--- config.mk ---
export PLATFORM = sky130hd
export DESIGN_NAME = alu_sequencer_flat
export DESIGN_NICKNAME = d
export VERILOG_FILES = /design/src/rtl/alu_sequencer_if.sv /design/src/rtl/alu_sequencer.sv /design/src/flat_wrapper.sv
export SDC_FILE = /design/constraint.sdc
export NUM_CORES = 1
export LEC_CHECK = 0
export ABC_AREA = 1
export CAP_MARGIN = 20
export CORE_MARGIN = 2
export CORE_UTILIZATION = 44
export DETAILED_ROUTE_END_ITERATION = 8
export PLACE_DENSITY = 0.85
export SYNTH_ARGS = -nofsm -noshare
export SYNTH_HDL_FRONTEND = slang
export SYNTH_SLANG_ARGS = --single-unit
--- constraint.sdc ---
create_clock -name clk -period 3.4 [get_ports clk]
set_input_delay 0.34 -clock clk [delete_from_list [all_inputs] [get_ports clk]]
set_output_delay 0.34 -clock clk [all_outputs]
set_load 0.005 [all_outputs]
--- src/rtl/alu_sequencer_if.sv ---
// Request/response handshake bundle between a requester and alu_sequencer.
interface alu_sequencer_if;
  localparam int unsigned DW = 32;
  localparam int unsigned OW = 3;

  logic          req_valid;
  logic          req_ready;
  logic [OW-1:0] req_op;
  logic [DW-1:0] req_a;
  logic [DW-1:0] req_b;
  logic          rsp_valid;
  logic          rsp_ready;
  logic [DW-1:0] rsp_result;
  logic          rsp_cout;
  logic          rsp_zero;
  logic          rsp_err;

  modport master (
    output req_valid, req_op, req_a, req_b, rsp_ready,
    input  req_ready, rsp_valid, rsp_result, rsp_cout, rsp_zero, rsp_err
  );

  modport slave (
    input  req_valid, req_op, req_a, req_b, rsp_ready,
    output req_ready, rsp_valid, rsp_result, rsp_cout, rsp_zero, rsp_err
  );
endinterface

--- src/rtl/alu_sequencer.sv ---
// Issue/response sequencer in front of a 32-bit combinational AND/OR/ADD ALU.
// Adds SUB and SLT on the add path. Define ALU_SEQ_MUL_EN to enable the
// 32-cycle shift-add MUL (opcode 101); otherwise opcode 101 is illegal.
// Every output is a flop; ALU drive is registered from next-state values so
// it is already valid during the EXEC/MUL cycle it belongs to.
module alu_sequencer (
  input  logic                clk,
  input  logic                rst_n,
  alu_sequencer_if.slave      bus,
  output logic [31:0]         alu_in1,
  output logic [31:0]         alu_in2,
  output logic [1:0]          alu_sel,
  output logic                alu_cin,
  output logic                alu_binv,
  input  logic [31:0]         alu_out,
  input  logic                alu_cout
);
  localparam int unsigned DW = 32;
  localparam int unsigned OW = 3;
  localparam int unsigned SW = 2;

  localparam logic [OW-1:0] OP_AND = 3'b000;
  localparam logic [OW-1:0] OP_OR  = 3'b001;
  localparam logic [OW-1:0] OP_ADD = 3'b010;
  localparam logic [OW-1:0] OP_SUB = 3'b011;
  localparam logic [OW-1:0] OP_SLT = 3'b100;

  localparam logic [SW-1:0] SEL_AND = 2'b00;
  localparam logic [SW-1:0] SEL_OR  = 2'b01;
  localparam logic [SW-1:0] SEL_ADD = 2'b10;

`ifdef ALU_SEQ_MUL_EN
  localparam int unsigned   CW     = 5;
  localparam logic [OW-1:0] OP_MUL = 3'b101;
  typedef enum logic [1:0] {S_IDLE, S_EXEC, S_MUL, S_RESP} state_e;
  logic [DW-1:0] acc_q, acc_d, mcand_q, mcand_d, mplier_q, mplier_d;
  logic [CW-1:0] cnt_q, cnt_d;
`else
  typedef enum logic [1:0] {S_IDLE, S_EXEC, S_RESP} state_e;
`endif

  state_e        state_q, state_d;
  logic [OW-1:0] op_q, op_d;
  logic [DW-1:0] a_q, a_d, b_q, b_d;
  logic [DW-1:0] result_q, result_d;
  logic          cout_q, cout_d, zero_q, zero_d, err_q, err_d;
  logic          req_ready_q, req_ready_d, rsp_valid_q, rsp_valid_d;
  logic [DW-1:0] alu_in1_q, alu_in1_d, alu_in2_q, alu_in2_d;
  logic [SW-1:0] alu_sel_q, alu_sel_d;
  logic          alu_cin_q, alu_cin_d, alu_binv_q, alu_binv_d;
  logic          ovf_c;

  // Signed-overflow term of a_q - b_q for the SLT compare.
  assign ovf_c = (a_q[DW-1] != b_q[DW-1]) && (alu_out[DW-1] != a_q[DW-1]);

  // Next-state, operand capture, result capture and registered output drive.
  always_comb begin
    state_d    = state_q;
    op_d       = op_q;
    a_d        = a_q;
    b_d        = b_q;
    result_d   = result_q;
    cout_d     = cout_q;
    zero_d     = zero_q;
    err_d      = err_q;
`ifdef ALU_SEQ_MUL_EN
    acc_d      = acc_q;
    mcand_d    = mcand_q;
    mplier_d   = mplier_q;
    cnt_d      = cnt_q;
`endif

    case (state_q)
      S_IDLE: begin
        if (bus.req_valid) begin
          op_d    = bus.req_op;
          a_d     = bus.req_a;
          b_d     = bus.req_b;
          state_d = S_EXEC;
`ifdef ALU_SEQ_MUL_EN
          if (bus.req_op == OP_MUL) begin
            state_d  = S_MUL;
            acc_d    = '0;
            mcand_d  = bus.req_a;
            mplier_d = bus.req_b;
            cnt_d    = '0;
          end
`endif
        end
      end
      S_EXEC: begin
        state_d = S_RESP;
        cout_d  = 1'b0;
        err_d   = 1'b0;
        case (op_q)
          OP_AND, OP_OR: result_d = alu_out;
          OP_ADD, OP_SUB: begin
            result_d = alu_out;
            cout_d   = alu_cout;
          end
          OP_SLT:  result_d = DW'(alu_out[DW-1] ^ ovf_c);
          default: begin
            result_d = '0;
            err_d    = 1'b1;
          end
        endcase
        zero_d = (result_d == '0);
      end
`ifdef ALU_SEQ_MUL_EN
      S_MUL: begin
        if (mplier_q[0]) acc_d = alu_out;
        mcand_d  = mcand_q << 1;
        mplier_d = mplier_q >> 1;
        cnt_d    = cnt_q + CW'(1);
        if (cnt_q == CW'(DW - 1)) begin
          state_d  = S_RESP;
          result_d = acc_d;
          cout_d   = 1'b0;
          err_d    = 1'b0;
          zero_d   = (acc_d == '0);
        end
      end
`endif
      S_RESP: begin
        if (bus.rsp_ready) state_d = S_IDLE;
      end
      default: state_d = S_IDLE;
    endcase

    req_ready_d = (state_d == S_IDLE);
    rsp_valid_d = (state_d == S_RESP);

    alu_in1_d  = a_d;
    alu_in2_d  = b_d;
    alu_sel_d  = SEL_AND;
    alu_cin_d  = 1'b0;
    alu_binv_d = 1'b0;
    if (state_d == S_EXEC) begin
      case (op_d)
        OP_OR:  alu_sel_d = SEL_OR;
        OP_ADD: alu_sel_d = SEL_ADD;
        OP_SUB, OP_SLT: begin
          alu_sel_d  = SEL_ADD;
          alu_binv_d = 1'b1;
          alu_cin_d  = 1'b1;
        end
        default: alu_sel_d = SEL_AND;
      endcase
    end
`ifdef ALU_SEQ_MUL_EN
    if (state_d == S_MUL) begin
      alu_in1_d = acc_d;
      alu_in2_d = mcand_d;
      alu_sel_d = SEL_ADD;
    end
`endif
  end

  // State and datapath registers; reset discards any in-flight operation.
  always_ff @(posedge clk or negedge rst_n) begin
    if (!rst_n) begin
      state_q     <= S_IDLE;
      op_q        <= '0;
      a_q         <= '0;
      b_q         <= '0;
      result_q    <= '0;
      cout_q      <= 1'b0;
      zero_q      <= 1'b0;
      err_q       <= 1'b0;
      req_ready_q <= 1'b1;
      rsp_valid_q <= 1'b0;
      alu_in1_q   <= '0;
      alu_in2_q   <= '0;
      alu_sel_q   <= '0;
      alu_cin_q   <= 1'b0;
      alu_binv_q  <= 1'b0;
`ifdef ALU_SEQ_MUL_EN
      acc_q       <= '0;
      mcand_q     <= '0;
      mplier_q    <= '0;
      cnt_q       <= '0;
`endif
    end else begin
      state_q     <= state_d;
      op_q        <= op_d;
      a_q         <= a_d;
      b_q         <= b_d;
      result_q    <= result_d;
      cout_q      <= cout_d;
      zero_q      <= zero_d;
      err_q       <= err_d;
      req_ready_q <= req_ready_d;
      rsp_valid_q <= rsp_valid_d;
      alu_in1_q   <= alu_in1_d;
      alu_in2_q   <= alu_in2_d;
      alu_sel_q   <= alu_sel_d;
      alu_cin_q   <= alu_cin_d;
      alu_binv_q  <= alu_binv_d;
`ifdef ALU_SEQ_MUL_EN
      acc_q       <= acc_d;
      mcand_q     <= mcand_d;
      mplier_q    <= mplier_d;
      cnt_q       <= cnt_d;
`endif
    end
  end

  assign bus.req_ready  = req_ready_q;
  assign bus.rsp_valid  = rsp_valid_q;
  assign bus.rsp_result = result_q;
  assign bus.rsp_cout   = cout_q;
  assign bus.rsp_zero   = zero_q;
  assign bus.rsp_err    = err_q;
  assign alu_in1        = alu_in1_q;
  assign alu_in2        = alu_in2_q;
  assign alu_sel        = alu_sel_q;
  assign alu_cin        = alu_cin_q;
  assign alu_binv       = alu_binv_q;
endmodule

--- src/flat_wrapper.sv ---
// flat-port wrapper written by rule: the top's interface ports become plain ports
module alu_sequencer_flat 
  (clk, rst_n, alu_in1, alu_in2, alu_sel, alu_cin, alu_binv, alu_out, alu_cout, bus_req_valid, bus_req_op, bus_req_a, bus_req_b, bus_rsp_ready, bus_req_ready, bus_rsp_valid, bus_rsp_result, bus_rsp_cout, bus_rsp_zero, bus_rsp_err);
  alu_sequencer_if bus_i ();
  input  logic clk;
  input  logic rst_n;
  output logic [31:0] alu_in1;
  output logic [31:0] alu_in2;
  output logic [1:0] alu_sel;
  output logic alu_cin;
  output logic alu_binv;
  input  logic [31:0] alu_out;
  input  logic alu_cout;
  input wire logic [$bits(bus_i.req_valid)-1:0] bus_req_valid;
  input wire logic [$bits(bus_i.req_op)-1:0] bus_req_op;
  input wire logic [$bits(bus_i.req_a)-1:0] bus_req_a;
  input wire logic [$bits(bus_i.req_b)-1:0] bus_req_b;
  input wire logic [$bits(bus_i.rsp_ready)-1:0] bus_rsp_ready;
  output wire logic [$bits(bus_i.req_ready)-1:0] bus_req_ready;
  output wire logic [$bits(bus_i.rsp_valid)-1:0] bus_rsp_valid;
  output wire logic [$bits(bus_i.rsp_result)-1:0] bus_rsp_result;
  output wire logic [$bits(bus_i.rsp_cout)-1:0] bus_rsp_cout;
  output wire logic [$bits(bus_i.rsp_zero)-1:0] bus_rsp_zero;
  output wire logic [$bits(bus_i.rsp_err)-1:0] bus_rsp_err;
  assign bus_i.req_valid = bus_req_valid;
  assign bus_i.req_op = bus_req_op;
  assign bus_i.req_a = bus_req_a;
  assign bus_i.req_b = bus_req_b;
  assign bus_i.rsp_ready = bus_rsp_ready;
  assign bus_req_ready = bus_i.req_ready;
  assign bus_rsp_valid = bus_i.rsp_valid;
  assign bus_rsp_result = bus_i.rsp_result;
  assign bus_rsp_cout = bus_i.rsp_cout;
  assign bus_rsp_zero = bus_i.rsp_zero;
  assign bus_rsp_err = bus_i.rsp_err;
  alu_sequencer u_core (.clk(clk), .rst_n(rst_n), .bus(bus_i), .alu_in1(alu_in1), .alu_in2(alu_in2), .alu_sel(alu_sel), .alu_cin(alu_cin), .alu_binv(alu_binv), .alu_out(alu_out), .alu_cout(alu_cout));
endmodule
Word-level counts from Yosys, hierarchy flattened:

Cells that the tools add are included.

* $add $sub $neg: 0
* bitwise gates (word level): 1
* multiply operators: 0
* equal/unequal tests: 14
* multiplexer cells: 13
* order comparisons: 0
* reduce and logical (&&, ||, !) cells: 11
* shift operators: 0
* div/mod/pow operators: 0

Operator list (number)
* case mux 32 bit (2 select lines): 1
* logical NOT 32 bit: 1
* two-way mux 32 bit: 1
* equality test 3 x 2 -> 1 bit, second input constant: 4
* equality test 3 x 1 -> 1 bit, second input constant: 2
* equality test 3 bit, second input constant: 2
* two-way mux 2 bit: 3
* two-way mux 3 bit: 2
* case mux 2 bit (3 select lines): 1
* OR reduction 5 bit: 1
* equality test 2 x 1 -> 1 bit, second input constant: 2
* equality test 2 bit, second input constant: 2
* logical NOT 2 bit: 2
* two-way mux 1 bit: 4
* case mux 2 bit (2 select lines): 1
* OR reduction 2 bit: 2
* OR reduction 4 bit: 1
* logical NOT 3 bit: 1
* OR reduction 3 bit: 1
* inequality test 1 bit: 2
* AND reduction 2 bit: 1
* logical AND 1 bit: 1
* XOR 1 bit: 1

* flip-flop bits (word level): 109
* bits in writable memories: 0
* memories kept: 0
* output and inout bits: 105
* word-level logic and storage cells: 51
* bits in read-only memories: 0
* latch bits: 0

Longest topological paths before layout:

* depth in word-level cells: 6
* depth in mapped cells: 10
* gate-level depth less buffers: 9

Worst setup path after synthesis:

No wires, ideal clock.

* path type: flip-flop to flip-flop
* start: register u_core.state_q[1]
* end: register u_core.a_q[12]
* arrival: 1.077 ns
* path buffers: 3
* stages on the path, launching flop included: 8
* setup slack: 2.206 ns
* cells stage by stage: dfrtp_1 nor2_2 nand2_2 buf_6 buf_6 buf_4 nand2_1 nand2_1

* word-level cells in the longest chain between the ends: 2

Ends and longest elaborated chain
* start, declared: line alu_sequencer.sv:42 `state_e state_q, state_d;`
* start signal, assigned: line alu_sequencer.sv:184 `state_q <= state_d;`
* logical NOT 2 bit: line alu_sequencer.sv:73 `case (state_q)`
* AND reduction 2 bit (no source line)
* end signal, assigned: line alu_sequencer.sv:164 `a_q <= '0;`
* end signal, assigned: line alu_sequencer.sv:186 `a_q <= a_d;`
* end, declared: line alu_sequencer.sv:44 `logic [DW-1:0] a_q, a_d, b_q, b_d;`

No other way between the ends.
A chain may end at the register's enable or synchronous reset.

Worst setup path after layout:

* start: register u_core.state_q[0]
* end: register u_core.req_ready_q (netlist: u_core.bus.req_ready)

* word-level cells in the longest chain between the ends: 3
* elaborated cells on any way between the ends: 7
* classes of those cells: eq/ne (2); mux (3); reduce/logical (2)

Ends and longest elaborated chain
* equality test 2 bit, or another cell as far along: line alu_sequencer.sv:73
* case mux 2 bit (3 select lines) (*): line alu_sequencer.sv:73
* net u_core.state_d[1]: line alu_sequencer.sv:42
* logical NOT 2 bit (*): line alu_sequencer.sv:130 `req_ready_d = (state_d == S_IDLE);`
* net u_core.req_ready_d: line alu_sequencer.sv:47 `logic req_ready_q, req_ready_d, rsp_valid_q, rsp_valid_d;`
* end signal, assigned: line alu_sequencer.sv:192 `req_ready_q <= req_ready_d;`
* end, declared: line alu_sequencer.sv:47

Mark *: on every way through the listed nets, which the timed path passes. The rest lies on a longest branch.

==> results by group <==
Run status
  – Status: complete, no violations

CTS
  – Cells resized by post-CTS repair: 0
  – Root cell of the clock tree: clkbuf_8
  – TritonCTS buffer count: 9
  – Worst-path clk slew: ~0.10 ns
  – Hold_buf cts: 0
  – CTS H-tree lvls: 3
  – Post-CTS Setup Bufs: 0
  – Clock sink count: 109
  – Worst-case clock buffer depth: 2
  – Clock Latency Late Sink: 0.35 ns
  – CTS tree: done

Drt
  – DR iter-0 viols: 167
  – Post-Route WL: about 12000 µm
  – Drt drc: 0
  – WL/cell: between 10 and 15 µm
  – Post-DRT Antenna Nets: 0
  – Vias per Instance: ~4.7
  – TritonRoute pass-1 iters: 5
  – Via count: 3967

STA
  – Slew Limit Fails: 0
  – Final Hold Vio Count: 0
  – FMAX: between 500 and 600 MHz
  – Final setup violation count: 0
  – Max-slew headroom: 38.29%
  – RSZ-0062 raised after global routing: false
  – Fin crit share: between 50% and 60%
  – TNS Setup: 0 ns
  – Post-layout min period: 1.771 ns
  – Transition time of the tightest slew-check pin: slightly above 0.9 ns
  – Min Hold Slack: around 0.028 ns
  – Fin Clk Skew: around 0.0095 ns

Floorplanning
  – Core Area: 9729 µm²
  – DIE HEIGHT: 104.1 µm
  – Initial Util: 45.29%
  – I/O pin count: 209
  – # rows: 36
  – Die width: roughly 100 µm
  – DIE AREA: approximately 11000 µm²

GRT
  – Largest net degree at the start of global routing: 74
  – All-Layer GR Usage: 21.68%
  – GR Overflow Total: 0
  – Initial antenna violation count: 0
  – Global-route wire length before repair: 19060 µm
  – Vias in the first global route: between 3000 and 4000

Logic synthesis
  – Area contributors post-synth: dfrtp_1 61%, nand2_1 24%, o21ai_0 3.5%, buf_6 1.8%, buf_4 1.0%
  – Sequential element share of the synthesized area: about three fifths
  – Distinct cells, synth: 23
  – Net Count, Synth: approximately 610
  – Post-synth top area cell: dfrtp_1
  – Post-Syn Instances: around 500
  – Syn avg cell area: between 8 and 9 µm²
  – Cell Area, Synth: 4407 µm²
  – Yosys warning count: 0
  – Synthesis-stage register bit count: around 110
  – Post-synth top area share: between 60% and 70%

Final layout
  – Layout cells sized above 1: approximately 4.3%
  – Layout Cell Area excl Fill: ~6800 µm²
  – Synthesis-to-layout area growth: 53.21%
  – Fillers: between 700 and 800
  – Diode count: 0
  – Multi-input logic area: 1441 µm²
  – Nets: about 800
  – Fin cells: 838
  – Register area: about 2700 µm²

Pwr
  – Sw power: around 0.0019 W
  – Clock Power Share: roughly 16%
  – Leakage: about 3.3 nW
  – Comb power frac: 44.4%
  – Sequential share of power: between 30% and 40%
  – PwrDens: 862.3 nW/µm²
  – Worst VDD drop: about 0.43 mV
  – Sw frac: roughly 33%
  – Int Power: 0.003877 W

Placement
  – IO buf count: about 210
  – DP Cell Count: 822
  – Final GP Congestion: about 0.8
  – Placed cell area: approximately 6500 µm²
  – HPWL after DPL: around 8700 µm

Min path
  – Worst hold path type: input pin to asynchronous set/reset pin

Flow run
  – Max Cap Viol: 0

Setup path
  – Worst Path Max Fanout: a little under 70
  – CP required: approximately 3.7 ns
  – Critical Path AT: 2.05 ns
  – R2R Path Start: u_core.state_q[0]$_DFF_PN0_
  – CP Capture Type: flop
  – Nature of the critical path startpoint: flop
  – Worst R2R Setup Slack: 1.63 ns
  – Worst stage delay on the critical path: 0.68 ns
  – Slowest CP cell: inv_2
  – CP Class: flop to flop
  – CP Cell Sequence: inv_1, nor2_2, inv_2, o21ai_0, nor2_1
  – Crit Reg-Reg Endpoint: u_core.bus.req_ready$_DFF_PN1_
  – Path depth of the worst reg2reg path: 5
## worst max-delay path, delay by kind of cell, from the launching register on
kind | cells | cell delay [ns]
AO/OA/AOI/OAI | 1 | 0.28
AND/OR/NAND/NOR | 2 | 0.23
buffers and inverters | 2 | 0.78
flip-flops | 1 | 0.41
## power by group through the flow
stage               logic, W  clock network [W]  registers, W
finish               0.00258           0.000935       0.00230
global placement     0.00254                  0       0.00230
floorplan            0.00106                  0       0.00231
global route         0.00285            0.00101       0.00238
CTS                  0.00262           0.000958       0.00230
detailed placement   0.00262                  0       0.00231
## registers in the layout, summed over array words and instances (netlist names)
name                   count
u_core.state_q             2
u_core.bus.rsp_valid       1
u_core.alu_cin             1
u_core.bus.rsp_zero        1
u_core.bus.rsp_result     32
u_core.op_q                3
u_core.bus.rsp_cout        1
u_core.a_q                32
u_core.bus.req_ready       1
u_core.bus.rsp_err         1
u_core.b_q                32
u_core.alu_sel             2
## worst max-delay path by stage
| stage | start | end | slack, ns | cells past startpoint |
|---|---|---|---|---|
| finish | u_core.state_q[0]$_DFF_PN0_ | u_core.bus.req_ready$_DFF_PN1_ | 1.63 | 5 |
| global route | u_core.state_q[1]$_DFF_PN0_ | u_core.alu_sel[1]$_DFF_PN0_ | 1.45 | 8 |
| CTS | u_core.state_q[1]$_DFF_PN0_ | u_core.alu_cin$_DFF_PN0_ | 1.60 | 9 |
| detailed placement | bus_req_valid | u_core.alu_cin$_DFF_PN0_ | 1.27 | 9 |
| global placement | bus_req_valid | u_core.alu_sel[1]$_DFF_PN0_ | 1.38 | 8 |
| floorplan | u_core.state_q[1]$_DFF_PN0_ | u_core.a_q[12]$_DFFE_PN0P_ | 2.21 | 7 |
## layer usage
| layer | vias to the layer above | share of wire (%) | track usage (%) |
|---|---|---|---|
| met5 | - | 0 | 0 |
| met1 | 1858 | 43 | 27.56 |
| met3 | 14 | 7.1 | 5.201 |
| met2 | 157 | 48 | 36.75 |
| met4 | 0 | 1.7 | 6.853 |
| li1 | 1938 | - | - |
## cells in the mapped netlist
library cell and count:
dfstp_2 1, nor4_1 1, o21a_1 1, o21ai_1 5
o31ai_1 5, nor2_2 2, buf_6 7, nand2_1 287
buf_2 7, o21ai_0 31, nand2_2 3, nand3_1 3
a21boi_0 1, nor2_1 12, a21oi_1 3, inv_4 1
buf_4 6, inv_1 10, dfrtp_1 108, nor3_2 1
inv_2 2, clkbuf_1 7, o21ai_2 1
## layout make-up
type	instances	share of cell area, %
sequential	109	40.42
timing repair buffer	211	31.32
multi-input combinational	356	21.35
clock buffer	11	2.094
clock inverter	5	1.594
inverter	13	0.7598
tap	133	2.465
## through the flow
stage                     total power, W  utilization, %  setup slack, ns
after detailed placement        0.004922           66.83            1.275
final                           0.005822           69.39            1.629
after global placement          0.004835           66.83            1.378
after global routing            0.006241           69.39            1.454
after CTS                       0.005882           69.39            1.602
after floorplan                 0.003373               -            2.206
## logic make-up (layout without fill, tap and decap cells)
family	after synthesis	in the layout	share of synthesized area [%]
buf+inv	40	240	5.367
simple gates	309	309	26.89
compound gates	47	47	5.821
flops	109	109	61.93
## layout by cell type (no fill, tap or decap), types with 2 or more instances in the layout
cell type        count
nand2_2              3
bufinv_16            3
o31ai_1              5
a21oi_1              3
nor2_2               2
clkbuf_8            10
dfrtp_1            108
inv_1               10
nand2_1            287
nor2_1              12
buf_4                3
o21ai_1              5
o21ai_0             31
clkinv_4             2
nand3_1              3
clkdlybuf4s50_1    207
inv_2                2
No activity file was read; power rests on OpenSTA's default activity.
